`src/rtl/register_bank_mp.sv`:
```
// register_bank_mp: DEPTH x WIDTH register bank for the MIPS ID stage.
// NUM_RD registered read ports, one write port, one combinational debug read port.
// After reset, a sequential clear sweep zeroes one entry per cycle while busy is high.
// Optional feature: define REGBANK_BYPASS_EN for write-first forwarding on the read ports;
// left undefined, a same-edge read of the written entry returns the old stored value.
module register_bank_mp #(
  parameter int WIDTH    = 32,
  parameter int ADDR_W   = 5,
  parameter int NUM_RD   = 2,
  parameter int ZERO_REG = 1
) (
  input  logic                       clock,
  input  logic                       reset,
  input  logic                       stall,
  input  logic [NUM_RD*ADDR_W-1:0]   rd_addr,
  output logic [NUM_RD*WIDTH-1:0]    rd_data,
  input  logic                       wr_en,
  input  logic [ADDR_W-1:0]          wr_addr,
  input  logic [WIDTH-1:0]           wr_data,
  input  logic [ADDR_W-1:0]          dbg_addr,
  output logic [WIDTH-1:0]           dbg_data,
  output logic                       busy
);

  localparam int DEPTH = 1 << ADDR_W;

  typedef enum logic {CLEAR = 1'b0, RUN = 1'b1} state_t;

  state_t                    state_p0, state_nxt;
  logic [ADDR_W-1:0]         clr_ptr_p0, clr_ptr_nxt;
  logic [WIDTH-1:0]          mem [DEPTH];
  logic                      mem_we;
  logic [ADDR_W-1:0]         mem_waddr;
  logic [WIDTH-1:0]          mem_wdata;
  logic                      wr_keep;
  logic [ADDR_W-1:0]         ra;
  logic [WIDTH-1:0]          word;
  logic [NUM_RD*WIDTH-1:0]   rd_nxt;
  logic [NUM_RD*WIDTH-1:0]   rd_data_p1;

  // Entry 0 is hard-wired to zero when the bank models MIPS $zero.
  function automatic logic is_zero_entry(input logic [ADDR_W-1:0] a);
    return (ZERO_REG != 0) && (a == '0);
  endfunction

  // Control state: reset parks the sweep at entry 0; otherwise follow next-state logic.
  always_ff @(posedge clock) begin
    if (reset) begin
      state_p0   <= CLEAR;
      clr_ptr_p0 <= '0;
    end else begin
      state_p0   <= state_nxt;
      clr_ptr_p0 <= clr_ptr_nxt;
    end
  end

  // Next state and the single shared write port (sweep zeroes or user write).
  always_comb begin
    state_nxt   = state_p0;
    clr_ptr_nxt = clr_ptr_p0;
    wr_keep     = wr_en && !is_zero_entry(wr_addr);
    mem_we      = 1'b0;
    mem_waddr   = wr_addr;
    mem_wdata   = wr_data;
    case (state_p0)
      CLEAR: begin
        mem_we      = 1'b1;
        mem_waddr   = clr_ptr_p0;
        mem_wdata   = '0;
        clr_ptr_nxt = clr_ptr_p0 + 1'b1;
        if (clr_ptr_p0 == ADDR_W'(DEPTH - 1)) state_nxt = RUN;
      end
      RUN: begin
        mem_we = wr_keep;
      end
      default: state_nxt = CLEAR;
    endcase
  end

  // Storage: one write per cycle, no reset on the array so it maps onto RAM.
  always_ff @(posedge clock) begin
    if (mem_we && !reset) mem[mem_waddr] <= mem_wdata;
  end

  // Read-port lookup ahead of the output register, with zero entry and optional forwarding.
  always_comb begin
    rd_nxt = '0;
    ra     = '0;
    word   = '0;
    for (int k = 0; k < NUM_RD; k++) begin
      ra   = rd_addr[k*ADDR_W +: ADDR_W];
      word = mem[ra];
`ifdef REGBANK_BYPASS_EN
      if (wr_keep && (ra == wr_addr)) word = wr_data;
`endif
      if (is_zero_entry(ra)) word = '0;
      rd_nxt[k*WIDTH +: WIDTH] = word;
    end
  end

  // ---- stage p1: registered read data, forced to zero until the sweep finishes ----
  // Output register: cleared by reset and during the sweep, held while stalled.
  always_ff @(posedge clock) begin
    if (reset || (state_p0 == CLEAR)) begin
      rd_data_p1 <= '0;
    end else if (!stall) begin
      rd_data_p1 <= rd_nxt;
    end
  end

  assign rd_data = rd_data_p1;
  assign busy    = (state_p0 == CLEAR);

  // Debug port reads storage directly; never forwarded.
  always_comb begin
    dbg_data = is_zero_entry(dbg_addr) ? '0 : mem[dbg_addr];
  end

endmodule

```
`config.mk`:
```
export PLATFORM = sky130hd
export DESIGN_NAME = register_bank_mp
export DESIGN_NICKNAME = d
export VERILOG_FILES = /design/src/rtl/register_bank_mp.sv
export SDC_FILE = /design/constraint.sdc
export NUM_CORES = 2
export LEC_CHECK = 0
export ABC_CLOCK_PERIOD_IN_PS = 8400
export CORE_MARGIN = 1
export CORE_UTILIZATION = 60
export DETAILED_ROUTE_END_ITERATION = 10
export DONT_BUFFER_PORTS = 1
export PLACE_DENSITY = 0.76
export SLEW_MARGIN = 20
export SYNTH_ARGS = -nofsm -noshare
export SYNTH_HDL_FRONTEND = slang
export SYNTH_SLANG_ARGS = --single-unit
```
`constraint.sdc`:
```
create_clock -name clock -period 8.4 [get_ports clock]
set_input_delay 0.84 -clock clock [delete_from_list [all_inputs] [get_ports clock]]
set_output_delay 0.84 -clock clock [all_outputs]
set_load 0.05 [all_outputs]
```
== After elaboration in Yosys (flattened, before gate mapping) ==
Memories as Yosys holds them, arrays and structs flattened.
Cells that the tools add are included.
Storage, ports and cells
  memory bits (writable): 1024
  bits in read-only memories: 0
  register bits after elaboration: 70
  word-level logic and storage cells: 26
  bits of input ports: 56
  bits in latches: 0
  memories kept: 1
  output and inout port bits: 97
Memory list
  mem: words 32, bits a word 32, read ports 3, clocked after memory_dff 0, write ports 1, RTL line 31  | logic [WIDTH-1:0] mem [DEPTH];
Cells by class
  $mul: 0
  divide/modulo/power cells: 0
  equal/unequal tests: 1
  shifts and indexed selects: 0
  reduce and logical (&&, ||, !) cells: 9
  bitwise gates (word level): 1
  $lt $le $gt $ge: 0
  $add $sub $neg: 1
  multiplexer cells: 10
Operator list (number)
  two-way mux 32 bit: 4
  logical NOT 5 bit: 4
  adder 5 x 1 -> 5 bit, second input constant: 1
  == test 5 bit, second input constant: 1
  two-way mux 5 bit: 1
  two-way mux 1 bit: 4
  logical AND 1 bit: 2
  logical NOT 1 bit: 2
  case mux 1 bit (2 select lines): 1
  logical OR 1 bit: 1
  inverter 1 bit: 1

== Depth between registers and ports, before layout ==
  word-level depth: 7
  mapped depth: 8
  gate-level depth less buffers: 5

== Worst setup path after synthesis ==
No wires, ideal clock.
  path kind: in2out
  start point: input dbg_addr[2]
  end point: output dbg_data[1]
  buffers on the path: 5
  data required time: 7560 ps
  arrival: 2820 ps
  setup slack: 4740 ps
  cell stages on the path: 8
  path through: buf_2 buf_4 buf_6 buf_4 clkbuf_1 a221oi_1 o21ai_0 a31oi_1
Between the ends
  longest elaborated chain between the ends: 2
  elaborated cells on any way between the ends: 3
  classes of those cells: 1 x mux; 1 x reduce/logical; 1 x memory
Ends and longest elaborated chain
  start: declaration: RTL line 20  | input logic [ADDR_W-1:0] dbg_addr,
  memory (32 x 32 bit) or logical NOT 5 bit (tied branches)
  two-way mux 32 bit *: RTL line 116  | dbg_data = is_zero_entry(dbg_addr) ? '0 : mem[dbg_addr];
  end: declaration: RTL line 21  | output logic [WIDTH-1:0] dbg_data,
Mark *: on every way between the ends. The rest lies on a longest branch, timed or not.

== Worst setup path after layout ==
  start point: input dbg_addr[0]
  end point: output dbg_data[14]
The elaborated chain is that of the path after synthesis.

==> reports/metrics.cfg <==
[status]
outcome=finished, final reports clean

[logic_synthesis]
synth-seq-cells=1094
async_reset_ff_frac=0
synthDistinctLibCells=46
synth_area_um2=58600
synth_flop_cell=edfxtp_1
yosys_warnings=0
yosysTopAreaCellShare=0.525
syn_nets=3489
synth_area_per_cell_um2=17.1
synth_area_leaders=edfxtp_1 (52%), mux4_2 (23%), mux2i_1 (8.8%)
seq_area_frac_synth=0.548
synth-edff-count=1024
postSynthCellCount=3431
yosys.area.top_type=edfxtp_1

[power]
p_clk_frac=0.424
p_comb_frac=0.077
vdd_ir_drop_max_uv=198
powerDensity_nw_per_um2=188
internal_power_mw=9.29
p_switching_mw=2.61
switching_share=0.219
p_leak_nw=20.5
finalPower_mw=11.9
seqPwrFrac=0.499

[sta]
worst_slew_pin_slew_ns=1.34
finalCritPeriodShare=0.510
fin_crit_ns=4.28
slew_headroom=0.110
hold_viol=0
slew_viol_final=0
clock_skew_ns=0.0279
fin_ws_ns=4.12
rsz0062_at_grt=false
max_freq_mhz=234
setup_violations=0
setup_tns_ns=0

[final_layout]
areaGrowthSynthToFinish_pct=7.72
drive_gt1_frac=0.287
nFillCells=6439
mostFrequentLayoutCell=edfxtp_1
fin_nets=3361
layout_common_cells=edfxtp_1 (1024), mux4_2 (608), mux2i_1 (515)

[critical_path]
arrival_ns=3.44
required_ns=7.56
path_cells=inv_4 -> buf_4 -> mux2i_1 -> a221o_1 -> a31oi_1 -> buf_4
slowest_stage=inv_4
cpMostUsedCell=buf_4
start_kind=primary input
cp_num_buf_inv=3
crit_type=primary input to primary output
cp_top_family=buffers and inverters
crit_fanout=70
cp_slowest_stage_delay_ns=0.76
endpoint_kind=primary output
cp.depth=6
reg2reg_depth=6
setup.worst_path.start=dbg_addr[0]
reg2reg_from=state_p0

[global_routing]
grt_max_degree=290
met2_usage=0.598
top_usage_layer=met2
grt_first_pass_wirelength_um=281000
track_usage=0.403
grtUsageMet3=0.135
globalRouteMet1Util=0.518
antenna_found_initial=4
grt_pass1_vias=39261
grt-ovfl-total=0

[floorplanning]
die_y_um=315
initial_utilization=0.606
io_pins=153
dieWidth_um=315
dieArea_um2=98900
num_rows=114
core_um2=96700

[min_path]
hold_depth=1
min-delay-start=reset
hold_class=primary input to register

[clock_network]
root_buffer=clkbuf_16
cts_buffer_depth=3
cts.sink_count=1094
path_clk_slew_ns=0.06
clk_latency_ns=0.70
cts_resized=0
htree_levels=3
cts_setup_buffers=0
numCtsBuffers=112
hold_buffers=0
cts_tree=done

[detailed_routing]
wirelength_um=199000
ant_nets=0
drc=0
drt-initial-drc-count=6700
viasPerCell=8.37
vias=39176
first_pass_iters=6
wl_per_cell_um=42.5

[placed_design]
port_buffers=0
pre_cts_slack_ns=4.24
dp_hpwl_um=104000
gp_congestion=0.931

[flow_run]
cap_viol_max_count=0

==> area by class of cell <==
| type | instances | area (µm²) | area share |
|---|---|---|---|
| Sequential cell | 1094 | 32200 | 0.509 |
| Multi-Input combinational cell | 1999 | 25000 | 0.396 |
| Clock buffer | 148 | 3010 | 0.0477 |
| Tap cell | 1276 | 1600 | 0.0253 |
| Timing Repair Buffer | 91 | 698 | 0.0111 |
| Clock inverter | 62 | 673 | 0.0107 |
| Inverter | 5 | 21.3 | 0.000337 |
| Antenna cell | 6 | 15.0 | 0.000238 |
==> metrics by stage <==
stage,area [µm²],utilization,hold slack [ns],cells
finish,63100,0.653,0.228,4681
global route,63100,0.653,0.225,4676
floorplan,58600,-,0.518,3431
detailed placement,59400,0.615,0.573,4465
global placement,59400,0.615,0.548,4465
CTS,63100,0.653,0.204,4675
==> power by group through the flow <==
| stage | clock network, mW | registers (mW) | logic (mW) |
|---|---|---|---|
| 6_report | 5.05 | 5.93 | 0.915 |
| 5_1_grt | 5.25 | 5.93 | 0.918 |
| 4_1_cts | 5.05 | 5.93 | 0.881 |
| 3_5_place_dp | 0 | 6.05 | 0.877 |
| 3_3_place_gp | 0 | 6.04 | 0.867 |
| 2_1_floorplan | 0 | 6.04 | 0.849 |
==> layer usage <==
layer | part of all wire | wire (µm)
met5 | 0.00020 | 40
met4 | 0.077 | 15300
met3 | 0.17 | 33600
met2 | 0.44 | 88100
met1 | 0.31 | 61900
==> final timing paths <==
| check | end | slack, ns |
|---|---|---|
| setup / recovery | dbg_data[14] | 4.12 |
| hold / removal | clr_ptr_p0[1] | 0.23 |
| setup reg to reg | mem[14][18] | 4.17 |
| hold reg to reg | clr_ptr_p0[4] | 0.59 |
==> worst reg2reg max path, delay by kind of cell, from the launching register on <==
kind | cells | cell delay, ns
AOI/OAI and AO/OA | 1 | 0.24
buffers and inverters | 2 | 1.26
DFF | 1 | 0.53
and+or+nand+nor | 3 | 1.84
==> synthesized netlist by cell type (2+ instances only) <==
| cell | count |
|---|---|
| a31o_1 | 29 |
| buf_12 | 4 |
| clkbuf_1 | 122 |
| edfxtp_1 | 1024 |
| o2111ai_1 | 64 |
| a221o_1 | 32 |
| nand3_1 | 131 |
| a31oi_1 | 32 |
| a221oi_1 | 32 |
| nor3_1 | 3 |
| nand2b_1 | 5 |
| buf_4 | 68 |
| mux2i_1 | 515 |
| nand2_1 | 140 |
| a31o_2 | 35 |
| inv_1 | 4 |
| o21ai_1 | 21 |
| xnor2_1 | 2 |
| mux4_2 | 608 |
| a22o_1 | 129 |
| buf_1 | 6 |
| o311ai_2 | 2 |
| and2_1 | 39 |
| buf_6 | 25 |
| buf_2 | 107 |
| ha_1 | 2 |
| nor2_1 | 43 |
| nor2_2 | 2 |
| nor2b_1 | 10 |
| a22oi_1 | 32 |
| o21ai_0 | 77 |
| dfxtp_1 | 70 |
| nor4b_2 | 3 |
==> kinds of logic after synthesis <==
group / share of synthesized area
adder cells (fa/ha/maj): 0.000427
AND/OR/NAND/NOR: 0.0305
AO/OA/AOI/OAI: 0.0656
flip-flops: 0.548
buffers and inverters: 0.0328
multiplexers: 0.322
XOR/XNOR: 0.000448
==> sequential cells by signal, indices dropped and copies added (netlist names) <==
register    cells
mem          1024
clr_ptr_p0      5
rd_data        64
state_p0        1
No activity file was read; power rests on OpenSTA's default activity.
